<file path="config.mk">
export PLATFORM = sky130hd
export DESIGN_NAME = muldiv_sequencer
export DESIGN_NICKNAME = d
export VERILOG_FILES = /design/src/rtl/muldiv_sequencer.sv
export SDC_FILE = /design/constraint.sdc
export NUM_CORES = 1
export LEC_CHECK = 0
export CAP_MARGIN = 20
export CORE_ASPECT_RATIO = 1.1
export CORE_MARGIN = 2
export CORE_UTILIZATION = 58
export CTS_CLUSTER_SIZE = 40
export DETAILED_ROUTE_END_ITERATION = 12
export GPL_ROUTABILITY_DRIVEN = 0
export GPL_TIMING_DRIVEN = 1
export PLACE_DENSITY = 0.88
export SYNTH_ARGS = -nofsm -noshare
export SYNTH_HDL_FRONTEND = slang
export SYNTH_SLANG_ARGS = --single-unit
</file>
<file path="constraint.sdc">
create_clock -name clock -period 4.1 [get_ports clock]
set_clock_uncertainty 0.15 [all_clocks]
set_input_delay 0.615 -clock clock [delete_from_list [all_inputs] [get_ports clock]]
set_output_delay 0.615 -clock clock [all_outputs]
set_load 0.02 [all_outputs]
</file>
<file path="src/rtl/muldiv_sequencer.sv">
// Iterative radix-2 multiply/divide unit with the architectural HI/LO registers.
// One shift-add (MULT/MULTU) or restoring shift-subtract (DIV/DIVU) step per cycle.
module muldiv_sequencer #(
  parameter int WIDTH = 32
) (
  input  logic             clock,
  input  logic             reset,
  input  logic             start,
  input  logic [1:0]       op,
  input  logic [WIDTH-1:0] operand_a,
  input  logic [WIDTH-1:0] operand_b,
  input  logic             hilo_read,
  input  logic             hi_write,
  input  logic             lo_write,
  input  logic [WIDTH-1:0] hilo_write_value,
  output logic             busy,
  output logic             stall,
  output logic             done,
  output logic             div_by_zero,
  output logic [WIDTH-1:0] hi,
  output logic [WIDTH-1:0] lo
);

  localparam int CW = (WIDTH > 1) ? $clog2(WIDTH) : 1;
  localparam logic [CW-1:0] LAST = CW'(WIDTH - 1);

  typedef enum logic [1:0] {IDLE, RUN, FIX} state_t;

  state_t state, state_next;

  logic [WIDTH-1:0]   a_reg, b_reg;
  logic [2*WIDTH-1:0] acc;
  logic [CW-1:0]      count;
  logic               is_div, neg_q, neg_r, zero_div;

  logic               signed_op, a_neg, b_neg;
  logic [WIDTH-1:0]   a_abs, b_abs;
  logic [WIDTH:0]     rem_shift;
  logic [WIDTH-1:0]   rem_next;
  logic               q_bit;
  logic [2*WIDTH-1:0] mul_next, div_next, prod_fix;
  logic [WIDTH-1:0]   quot, remv, quot_fix, rem_fix;

  // Issue handshake: start is accepted only in IDLE on a posedge. While busy,
  // start/hilo_read/hi_write/lo_write are not applied and stall asks the
  // pipeline to hold the instruction and present it again next cycle.
  assign busy  = (state != IDLE);
  assign stall = busy & (start | hilo_read | hi_write | lo_write);

  assign signed_op = ~op[0];
  assign a_neg     = signed_op & operand_a[WIDTH-1];
  assign b_neg     = signed_op & operand_b[WIDTH-1];
  assign a_abs     = a_neg ? -operand_a : operand_a;
  assign b_abs     = b_neg ? -operand_b : operand_b;

  // Divide: remainder lives in acc's upper half, quotient bits enter at the bottom,
  // dividend bits are fed MSB-first out of a_reg.
  always_comb begin
    rem_shift = {acc[2*WIDTH-1:WIDTH], a_reg[WIDTH-1]};
    q_bit     = (rem_shift >= {1'b0, b_reg});
    rem_next  = q_bit ? WIDTH'(rem_shift - {1'b0, b_reg}) : rem_shift[WIDTH-1:0];
    div_next  = {rem_next, acc[WIDTH-2:0], q_bit};
    mul_next  = {acc[2*WIDTH-2:0], 1'b0} + (b_reg[WIDTH-1] ? {{WIDTH{1'b0}}, a_reg} : '0);
    prod_fix  = neg_q ? -acc : acc;
    quot      = acc[WIDTH-1:0];
    remv      = acc[2*WIDTH-1:WIDTH];
    quot_fix  = zero_div ? '1 : (neg_q ? -quot : quot);
    rem_fix   = neg_r ? -remv : remv;
  end

  always_ff @(posedge clock) begin
    if (!reset) state <= IDLE;
    else        state <= state_next;
  end

  always_comb begin
    state_next = state;
    case (state)
      IDLE:    if (start) state_next = RUN;
      RUN:     if (count == LAST) state_next = FIX;
      FIX:     state_next = IDLE;
      default: state_next = IDLE;
    endcase
  end

  always_ff @(posedge clock) begin
    if (!reset) begin
      hi          <= '0;
      lo          <= '0;
      done        <= 1'b0;
      div_by_zero <= 1'b0;
      a_reg       <= '0;
      b_reg       <= '0;
      acc         <= '0;
      count       <= '0;
      is_div      <= 1'b0;
      neg_q       <= 1'b0;
      neg_r       <= 1'b0;
      zero_div    <= 1'b0;
    end else begin
      done        <= 1'b0;
      div_by_zero <= 1'b0;
      case (state)
        IDLE: begin
          if (start) begin
            a_reg    <= a_abs;
            b_reg    <= b_abs;
            acc      <= '0;
            count    <= '0;
            is_div   <= op[1];
            neg_q    <= a_neg ^ b_neg;
            neg_r    <= a_neg;
            zero_div <= op[1] & (operand_b == '0);
          end else begin
            if (hi_write) hi <= hilo_write_value;
            if (lo_write) lo <= hilo_write_value;
          end
        end
        RUN: begin
          count <= count + 1'b1;
          if (is_div) begin
            acc   <= div_next;
            a_reg <= a_reg << 1;
          end else begin
            acc   <= mul_next;
            b_reg <= b_reg << 1;
          end
        end
        FIX: begin
          // A zero divisor leaves |a| as remainder; re-signing it restores operand_a.
          if (is_div) begin
            hi <= rem_fix;
            lo <= quot_fix;
          end else begin
            hi <= prod_fix[2*WIDTH-1:WIDTH];
            lo <= prod_fix[WIDTH-1:0];
          end
          done        <= 1'b1;
          div_by_zero <= zero_div;
        end
        default: ;
      endcase
    end
  end

endmodule

</file>
; ---- Word-level counts from Yosys, hierarchy flattened
; Cells that the tools add are included.
[op_classes]
magnitude_cmp = 1
reduce_logical = 13
n_bitwise = 9
n_mux = 31
n_eq_ne = 10
n_addsub = 8
[op_table]
columns = operator, count
row1 = 2-to-1 mux 32 bit, 17
row2 = one-hot mux 32 bit (2 select lines), 4
row3 = 2-to-1 mux 64 bit, 3
row4 = negator 32 bit, 4
row5 = one-hot mux 64 bit (2 select lines), 1
row6 = adder 64 x 32 -> 64 bit, 1
row7 = negator 64 bit, 1
row8 = >= comparator 33 x 32 -> 1 bit, 1
row9 = logical NOT 32 bit, 1
row10 = subtractor 32 bit, 1
row11 = != test 2 bit (second input constant), 7
row12 = AND reduction 3 bit, 4
row13 = one-hot mux 5 bit (2 select lines), 1
row14 = AND reduction 2 bit, 4
row15 = nonzero test 2 bit, 3
row16 = adder 5 x 1 -> 5 bit (second input constant), 1
row17 = == test 5 bit (second input constant), 1
row18 = 2-to-1 mux 5 bit, 1
row19 = bitwise AND 1 bit, 4
row20 = 2-to-1 mux 2 bit, 2
row21 = one-hot mux 2 bit (2 select lines), 1
row22 = OR 1 bit, 3
row23 = == test 2 x 1 -> 1 bit (second input constant), 1
row24 = == test 2 bit (second input constant), 1
row25 = other kinds (4), 4
[word_totals]
elab_cells = 85
out_inout_bits = 68
input_bits = 104
reg_bits = 205

; ---- Depth between registers and ports, before layout
; Gate-level depths: netlist of the first run.
[depth]
ltp_word = 5
ltp_mapped = 14
ltp_nobuf = 13

; ---- Worst setup path before layout of the first run
; Ideal clock, no wire load.
[synth_timing]
path_kind = flip-flop to flip-flop
from = register b_reg[31]
to = register acc[33]
slack_ns = 0.663
path_stages_with_launch = 14
required_ns = 3.828
setup_time_ns = 0.122
n_path_buf = 2
arrival_time_ns = 3.165
period_less_slack_ns = 3.437
cell_sequence = dfxtp_1 clkbuf_1 and2_1 ha_1 fa_1 a211oi_1 nor2_1 a41oi_1 a211oi_1 a21oi_1 o32a_1 clkbuf_1 xnor2_1 a221o_1
[synth_between]
elab_chain_cells = 4
elab_cells_between_ends = 6
cone_classes = add/sub (1) / order compare (1) / mux (4)
[synth_rtl]
columns = item, line
row1 = from (decl), 31  ; logic [WIDTH-1:0] a_reg, b_reg;
row2 = from (signal assigned), 107  ; b_reg <= b_abs;
row3 = from (signal assigned), 126  ; b_reg <= b_reg << 1;
row4 = 2-to-1 mux 32 bit or >= comparator 33 x 32 -> 1 bit (tied branches), "63, 60"
row5 = adder 64 x 32 -> 64 bit or 2-to-1 mux 32 bit (tied branches), "63, 61"
row6 = 2-to-1 mux 64 bit (*), 121  ; if (is_div) begin
row7 = one-hot mux 64 bit (2 select lines) (*), 103  ; case (state)
row8 = to (signal assigned), 122  ; acc <= div_next;
row9 = to (signal assigned), 125  ; acc <= mul_next;
row10 = to (decl), 32  ; logic [2*WIDTH-1:0] acc;
; Every way passes the cells marked *; elsewhere a longest branch is shown, timed or not.
; A chain may end at the register's enable or synchronous reset.

; ---- Worst setup path in the final report of the first run
[layout_timing]
from = register acc[40]
to = register acc[63]
[layout_between]
elab_chain_cells = 4
elab_cells_between_ends = 6
cone_classes = add/sub (2) / order compare (1) / mux (3)
[layout_rtl]
columns = item, line
row1 = subtractor 32 bit or >= comparator 33 x 32 -> 1 bit (tied branches), "61, 60"
row2 = 2-to-1 mux 32 bit, 61  ; rem_next = q_bit ? WIDTH'(rem_shift - {1'b0, b_reg}) : rem_shift[WIDTH-1:0];
row3 = 2-to-1 mux 64 bit (*), 121
row4 = one-hot mux 64 bit (2 select lines) (*), 103
; Marked as above.

==> impl_metrics.env, run 1 <==
export IMPL_outcome="complete, no violations"
export IMPL_rsz0062_at_grt="false"
export IMPL_vias=17400
export IMPL_fp_dieH_um=179
export IMPL_synthArstFlopShare_pct=0
export IMPL_crit_top_cell="o211a_1"
export IMPL_ctsHoldBuffers=0
export IMPL_via_per_inst=6.61
export IMPL_internal_power_mw=3.93
export IMPL_critical_path_class="flip-flop to flip-flop"
export IMPL_p_leak_nw=7.36
export IMPL_syn_nets=2343
export IMPL_ys_seq_area_share_pct=25.5
export IMPL_tightest_slew_ns=1.01
export IMPL_dp_cells=2589
export IMPL_top_register="acc"
export IMPL_routed_wirelength_mm=51.9
export IMPL_ant_nets=0
export IMPL_worstPathMaxFanout=13
export IMPL_fillers=2162
export IMPL_root_buffer="clkbuf_16"
export IMPL_synth_most_common_cell="nor2_1"
export IMPL_fin_area_um2=18900
export IMPL_rows=63
export IMPL_layout_drive_gt1_share_pct=6.82
export IMPL_critPathLaunchType="flip-flop"
export IMPL_switchingPower_mw=1.83
export IMPL_timing_hold_ws_ns=0.302
export IMPL_ys_seq_elements=205
export IMPL_synth_area_um2=16100
export IMPL_placed_cell_area_um2=18100
export IMPL_yosys_area_top_type="dfxtp_1"
export IMPL_p_per_area_nw_per_um2=306
export IMPL_grt_ovfl_total=0
export IMPL_period_minus_slack_ns=3.87
export IMPL_top_level_ports=172
export IMPL_multi_input_area_um2=11100
export IMPL_drt_wirelength_per_cell_um=19.7
export IMPL_path_clk_slew_ns=0.07
export IMPL_fin_crit_sh_pct=94.3
export IMPL_io_buffer_count=171
export IMPL_worst_path_max_delay_cell="o311ai_0"
export IMPL_grt_pass1_vias=16000
export IMPL_numClockSinks=205
export IMPL_synth_edff_count=0
export IMPL_stdcell_count=2630
export IMPL_cts_tree="done"
export IMPL_combPwrFrac_pct=24.4
export IMPL_drcViolationCount=0
export IMPL_ys_types=85
export IMPL_grt_first_pass_wirelength_mm=81.9
export IMPL_placeableCoreArea_um2=27100
export IMPL_finalSetupViolations=0
export IMPL_cp_required_ns=4.34
export IMPL_layout_nets=2433
export IMPL_synth_top_cell_area_share_pct=25.5
export IMPL_synthToLayoutAreaGrowth_pct=17.3
export IMPL_cpPeakStageDelay_ns=0.81
export IMPL_setup_tns_ns=0
export IMPL_fmax_mhz=259
export IMPL_dpl_hpwl_mm=37.7
export IMPL_grt_usage_pct=34.5
export IMPL_drv_cap=0
export IMPL_largest_reg_flops=64
export IMPL_antenna_found_initial=0
export IMPL_critPathCaptureType="flip-flop"
export IMPL_htree_levels=1
export IMPL_synth_cells=2167
export IMPL_seqCellArea_um2=4110
export IMPL_crit_chain="ha_1 > and4_1 > o211a_1 > o21ai_0 > o211a_1 > o311ai_0 > a41o_1 > a221oi_1 > mux2i_1 > o211ai_1"
export IMPL_ys_flop_type="dfxtp_1"
export IMPL_start_util_pct=59.3
export IMPL_max_vdd_ir_drop_mv=0.267
export IMPL_drt_iter0_markers=2587
export IMPL_ctsLongestPathBuffers=3
export IMPL_hp_class="flip-flop to flip-flop"
export IMPL_finalHoldViolations=0
export IMPL_clockPowerShare_pct=37.8
export IMPL_clk_insertion_delay_late_ns=0.54
export IMPL_cts_buffers=23
export IMPL_syn_area_per_cell_um2=7.42
export IMPL_yosys_top_cells_count="nor2_1, a21oi_1, dfxtp_1"
export IMPL_arrival_ns=4.11
export IMPL_synth_top_cells_by_area="dfxtp_1, a21oi_1, nor2_1"
export IMPL_slew_headroom_pct=32.8
export IMPL_swShare_pct=31.8
export IMPL_p_seq_share_pct=37.8
export IMPL_ys_warn_count=0
export IMPL_n_antenna_cell=0
export IMPL_finalPower_mw=5.77
export IMPL_grt_max_degree=88
export IMPL_die_width_um=163
export IMPL_dieArea_um2=29100
export IMPL_slew_violations=0
export IMPL_dr_pass1_iters=8
## stage by stage
stage / util [%] / worst slack, ns
floorplan: - / 0.663
global placement: 66.6 / 0.262
detailed placement: 66.6 / 0.119
CTS: 69.6 / 0.0984
global route: 69.6 / 0.0552
finish: 69.6 / 0.234
## metal layers
layer  part of all wire, %  GRT usage (%)  wire length (µm)  vias up
met5                     0              0                 0        -
li1                      -              -                 -     8121
met1                    40           44.6             20800     7967
met2                    43           53.8             22400     1079
met3                    11           7.61              5810      212
met4                   5.4           18.7              2810        0
## cell families (layout without fill, tap and decap cells)
family	after synthesis	in the layout	synth area share, %
compound gates	727	727	29.2
xor+xnor	170	170	9.26
fa+ha+maj	72	72	5.69
buf+inv	234	340	5.57
flops	205	205	25.5
mux	53	53	3.49
simple gates	706	706	21.2
## layout make-up
| type | count | area share, % |
|---|---|---|
| Sequential cell | 205 | 21.8 |
| Tap cell | 357 | 2.37 |
| Timing Repair Buffer | 222 | 11.1 |
| Multi-Input combinational cell | 1728 | 59.0 |
| Clock buffer | 28 | 3.31 |
| Clock inverter | 13 | 0.869 |
| Inverter | 77 | 1.55 |
## timing repair
item	in CTS	in global routing
endpoints found under the setup margin	0	13
resized for setup	0	2
setup buffers	0	0
## critical path: cells and delay by family, from the launching register on
family                   cells  cell delay (ns)
AO/OA/AOI/OAI                7             1.94
adder cells (fa/ha/maj)      1             0.31
flip-flops                   1             0.68
multiplexers                 1             0.33
AND/OR/NAND/NOR              1             0.31
## power by group through the flow
stage	Sequential (mW)	Clock, mW	Combinational, mW
final	2.18	2.18	1.41
after global routing	2.19	2.26	1.52
after CTS	2.18	2.18	1.37
after detailed placement	2.22	0	1.36
after global placement	2.22	0	1.32
after floorplan	2.22	0	0.882
## placed cells by master, fill, tap and decap left out, types with 19 or more instances in the layout
cell type and n:
and3_1 19, a22oi_1 21, o221ai_1 34, nor4_1 25
xnor2_1 102, clkdlybuf4s50_1 171, nor3_1 32, a21oi_1 252
clkbuf_16 23, mux2_2 25, buf_4 51, a21o_1 31
or3_1 28, a211oi_1 64, nand2_1 155, o21ai_0 126
dfxtp_1 204, xor2_1 68, nand3_1 44, ha_1 70
nand4_1 21, and2_1 39, a31oi_1 24, inv_1 75
o31ai_1 22, mux2i_1 28, nor2_1 249
## path summary, 6_finish.rpt
path           start  slack (ns)  cells past startpoint  endpoint
max          acc[40]        0.23                     10   acc[63]
min            lo[9]        0.30                      2     lo[9]
max reg2reg  acc[40]        0.23                     10   acc[63]
min reg2reg    lo[9]        0.30                      2     lo[9]
(Power assumes the default switching activity.)
==> inputs of run 2 (changes only) <==
--- a/config.mk
+++ b/config.mk
@@ -9,11 +9,13 @@
 export CORE_ASPECT_RATIO = 1.1
 export CORE_MARGIN = 2
 export CORE_UTILIZATION = 58
+export CTS_CLUSTER_DIAMETER = 60
 export CTS_CLUSTER_SIZE = 40
 export DETAILED_ROUTE_END_ITERATION = 12
 export GPL_ROUTABILITY_DRIVEN = 0
 export GPL_TIMING_DRIVEN = 1
 export PLACE_DENSITY = 0.88
+export SETUP_SLACK_MARGIN = 0.5
 export SYNTH_ARGS = -nofsm -noshare
 export SYNTH_HDL_FRONTEND = slang
 export SYNTH_SLANG_ARGS = --single-unit
==> run 2 against run 1 <==
Net effect: wire length shrank 0.21%; via count is essentially flat; sequential cell count is the same; hold slack gained 0.0057 ns; clock power shrank 26%; die area is the same; register-to-register slack gained 0.34 ns; cell count shrank 0.42%; sequential power is essentially flat; count of clock-buffer cells in the layout shrank 12.
==> impl_metrics.env, run 2 (synthesis gave the netlist of run 1 again) <==
export IMPL_layout_nets=2430
export IMPL_finalPower_mw=5.21
export IMPL_ctsLongestPathBuffers=3
export IMPL_routed_wirelength_mm=51.7
export IMPL_fin_area_um2=18800
export IMPL_cts_buffers=15
export IMPL_rsz0062_at_grt="true"
export IMPL_root_buffer="clkbuf_16"
export IMPL_timing_rr_end="acc[42]"
export IMPL_crit_chain="and2_1 > ha_2 > nand2_1 > or3_1 > nor4b_2 > o21ai_1 > a21o_2 > a31oi_2 > buf_6 > buf_4 > a21bo_2 > a21oi_1 > a211o_1"
export IMPL_holdPathStages=2
export IMPL_hold_start="lo[22]"
export IMPL_dpl_hpwl_mm=37.7
export IMPL_grt_usage_pct=34.2
export IMPL_drt_wirelength_per_cell_um=19.8
export IMPL_tightest_slew_ns=0.991
export IMPL_fp_dieH_um=179
export IMPL_p_leak_nw=7.26
export IMPL_die_width_um=163
export IMPL_period_minus_slack_ns=3.53
export IMPL_grt_max_degree=88
export IMPL_drt_iter0_markers=2630
export IMPL_cp_required_ns=4.35
export IMPL_dp_cells=2589
export IMPL_via_per_inst=6.64
export IMPL_drcViolationCount=0
export IMPL_clk_insertion_delay_late_ns=0.51
export IMPL_finalHoldViolations=0
export IMPL_antenna_found_initial=1
export IMPL_reg2reg_depth=13
export IMPL_p_per_area_nw_per_um2=277
export IMPL_min_to="lo[22]"
export IMPL_dr_pass1_iters=7
export IMPL_top_register="acc"
export IMPL_drv_cap=0
export IMPL_htree_levels=1
export IMPL_grt_ovfl_total=0
export IMPL_placeableCoreArea_um2=27100
export IMPL_timing_rr_start="b_reg[31]"
export IMPL_layout_commonest_cell="a21oi_1"
export IMPL_ant_nets=0
export IMPL_critPathCaptureType="flip-flop"
export IMPL_placed_cell_area_um2=18100
export IMPL_path_clk_slew_ns=0.10
export IMPL_n_antenna_cell=0
export IMPL_max_vdd_ir_drop_mv=0.269
export IMPL_critPathLaunchType="flip-flop"
export IMPL_arrival_ns=3.77
export IMPL_cpPeakStageDelay_ns=0.43
export IMPL_worst_path_max_delay_cell="or3_1"
export IMPL_setup_tns_ns=0
export IMPL_final_cell_mix="a21oi_1, nor2_1, dfxtp_1"
export IMPL_fmax_mhz=284
export IMPL_hp_class="flip-flop to flip-flop"
export IMPL_grt_pass1_vias=15800
export IMPL_start_util_pct=59.3
export IMPL_top_level_ports=172
export IMPL_rows=63
export IMPL_vias=17400
export IMPL_synthToLayoutAreaGrowth_pct=17.0
export IMPL_fillers=2165
export IMPL_rrSetupSlack_ns=0.57
export IMPL_slew_headroom_pct=33.8
export IMPL_fin_crit_sh_pct=86.0
export IMPL_cts_tree="done"
export IMPL_dieArea_um2=29100
export IMPL_worstPathMaxFanout=13
export IMPL_grt_first_pass_wirelength_mm=81.2
export IMPL_slew_violations=0
export IMPL_finalSetupViolations=0
export IMPL_stdcell_count=2619
export IMPL_io_buffer_count=171
export IMPL_layout_drive_gt1_share_pct=7.56
export IMPL_fin_util_pct=69.4
export IMPL_outcome="complete, no violations"
export IMPL_critical_path_class="flip-flop to flip-flop"
export IMPL_largest_reg_flops=64
export IMPL_ctsHoldBuffers=0
export IMPL_numClockSinks=205
-- run 2: per-stage QoR --
step / hold WS, ns / setup WS (ns)
after floorplan: 0.265 / 0.663
after global placement: 0.279 / 0.262
after detailed placement: 0.292 / 0.119
after CTS: 0.306 / 0.535
after global routing: 0.323 / 0.414
final: 0.307 / 0.573
-- run 2: cell type report --
type                            count  area [µm²]  share of cell area [%]
Clock buffer                       16         389                    2.07
Clock inverter                      9         139                   0.738
Inverter                           77         292                    1.55
Multi-Input combinational cell   1728       11300                    60.1
Sequential cell                   205        4110                    21.8
Tap cell                          357         447                    2.37
Timing Repair Buffer              227        2140                    11.4
-- run 2: layer usage --
layer  global-route usage [%]  part of all wire, %  vias up
met5                        0                    0        -
met4                     17.6                  5.5        0
met3                     7.47                   12      228
met2                     53.4                   43     1124
met1                     44.6                   40     7949
li1                         -                    -     8092
-- run 2: worst max path at each step --
stage,start,end,slack [ns]
5_1_grt,b_reg[31],acc[57],0.41
4_1_cts,b_reg[31],acc[60],0.54
2_1_floorplan,b_reg[31],acc[33],0.66
3_5_place_dp,b_reg[31],acc[61],0.12
3_3_place_gp,b_reg[31],acc[63],0.26
6_report,b_reg[31],acc[42],0.57
-- run 2: worst max-delay path, delay by kind of cell (launching register included) --
| family | cells | cell delay, ns |
|---|---|---|
| DFF | 1 | 0.40 |
| and+or+nand+nor | 4 | 0.99 |
| buffers and inverters | 2 | 0.30 |
| AOI/OAI and AO/OA | 6 | 1.20 |
| adders and majority gates | 1 | 0.38 |
-- run 2: timing repair --
| action | in CTS | in global routing |
|---|---|---|
| endpoints found under the setup margin | 32 | 25 |
| buffers inserted | 0 | 4 |
| gates cloned | 0 | 1 |
| resized for setup | 10 | 35 |
| pin swaps | 0 | 6 |
-- run 2: report_power, final --
group / switching [mW] / internal [mW] / leakage (nW)
sequential: 0.0858 / 2.09 / 1.67
clock: 0.864 / 0.755 / 0.249
combinational: 0.851 / 0.567 / 5.33
total: 1.80 / 3.41 / 7.26
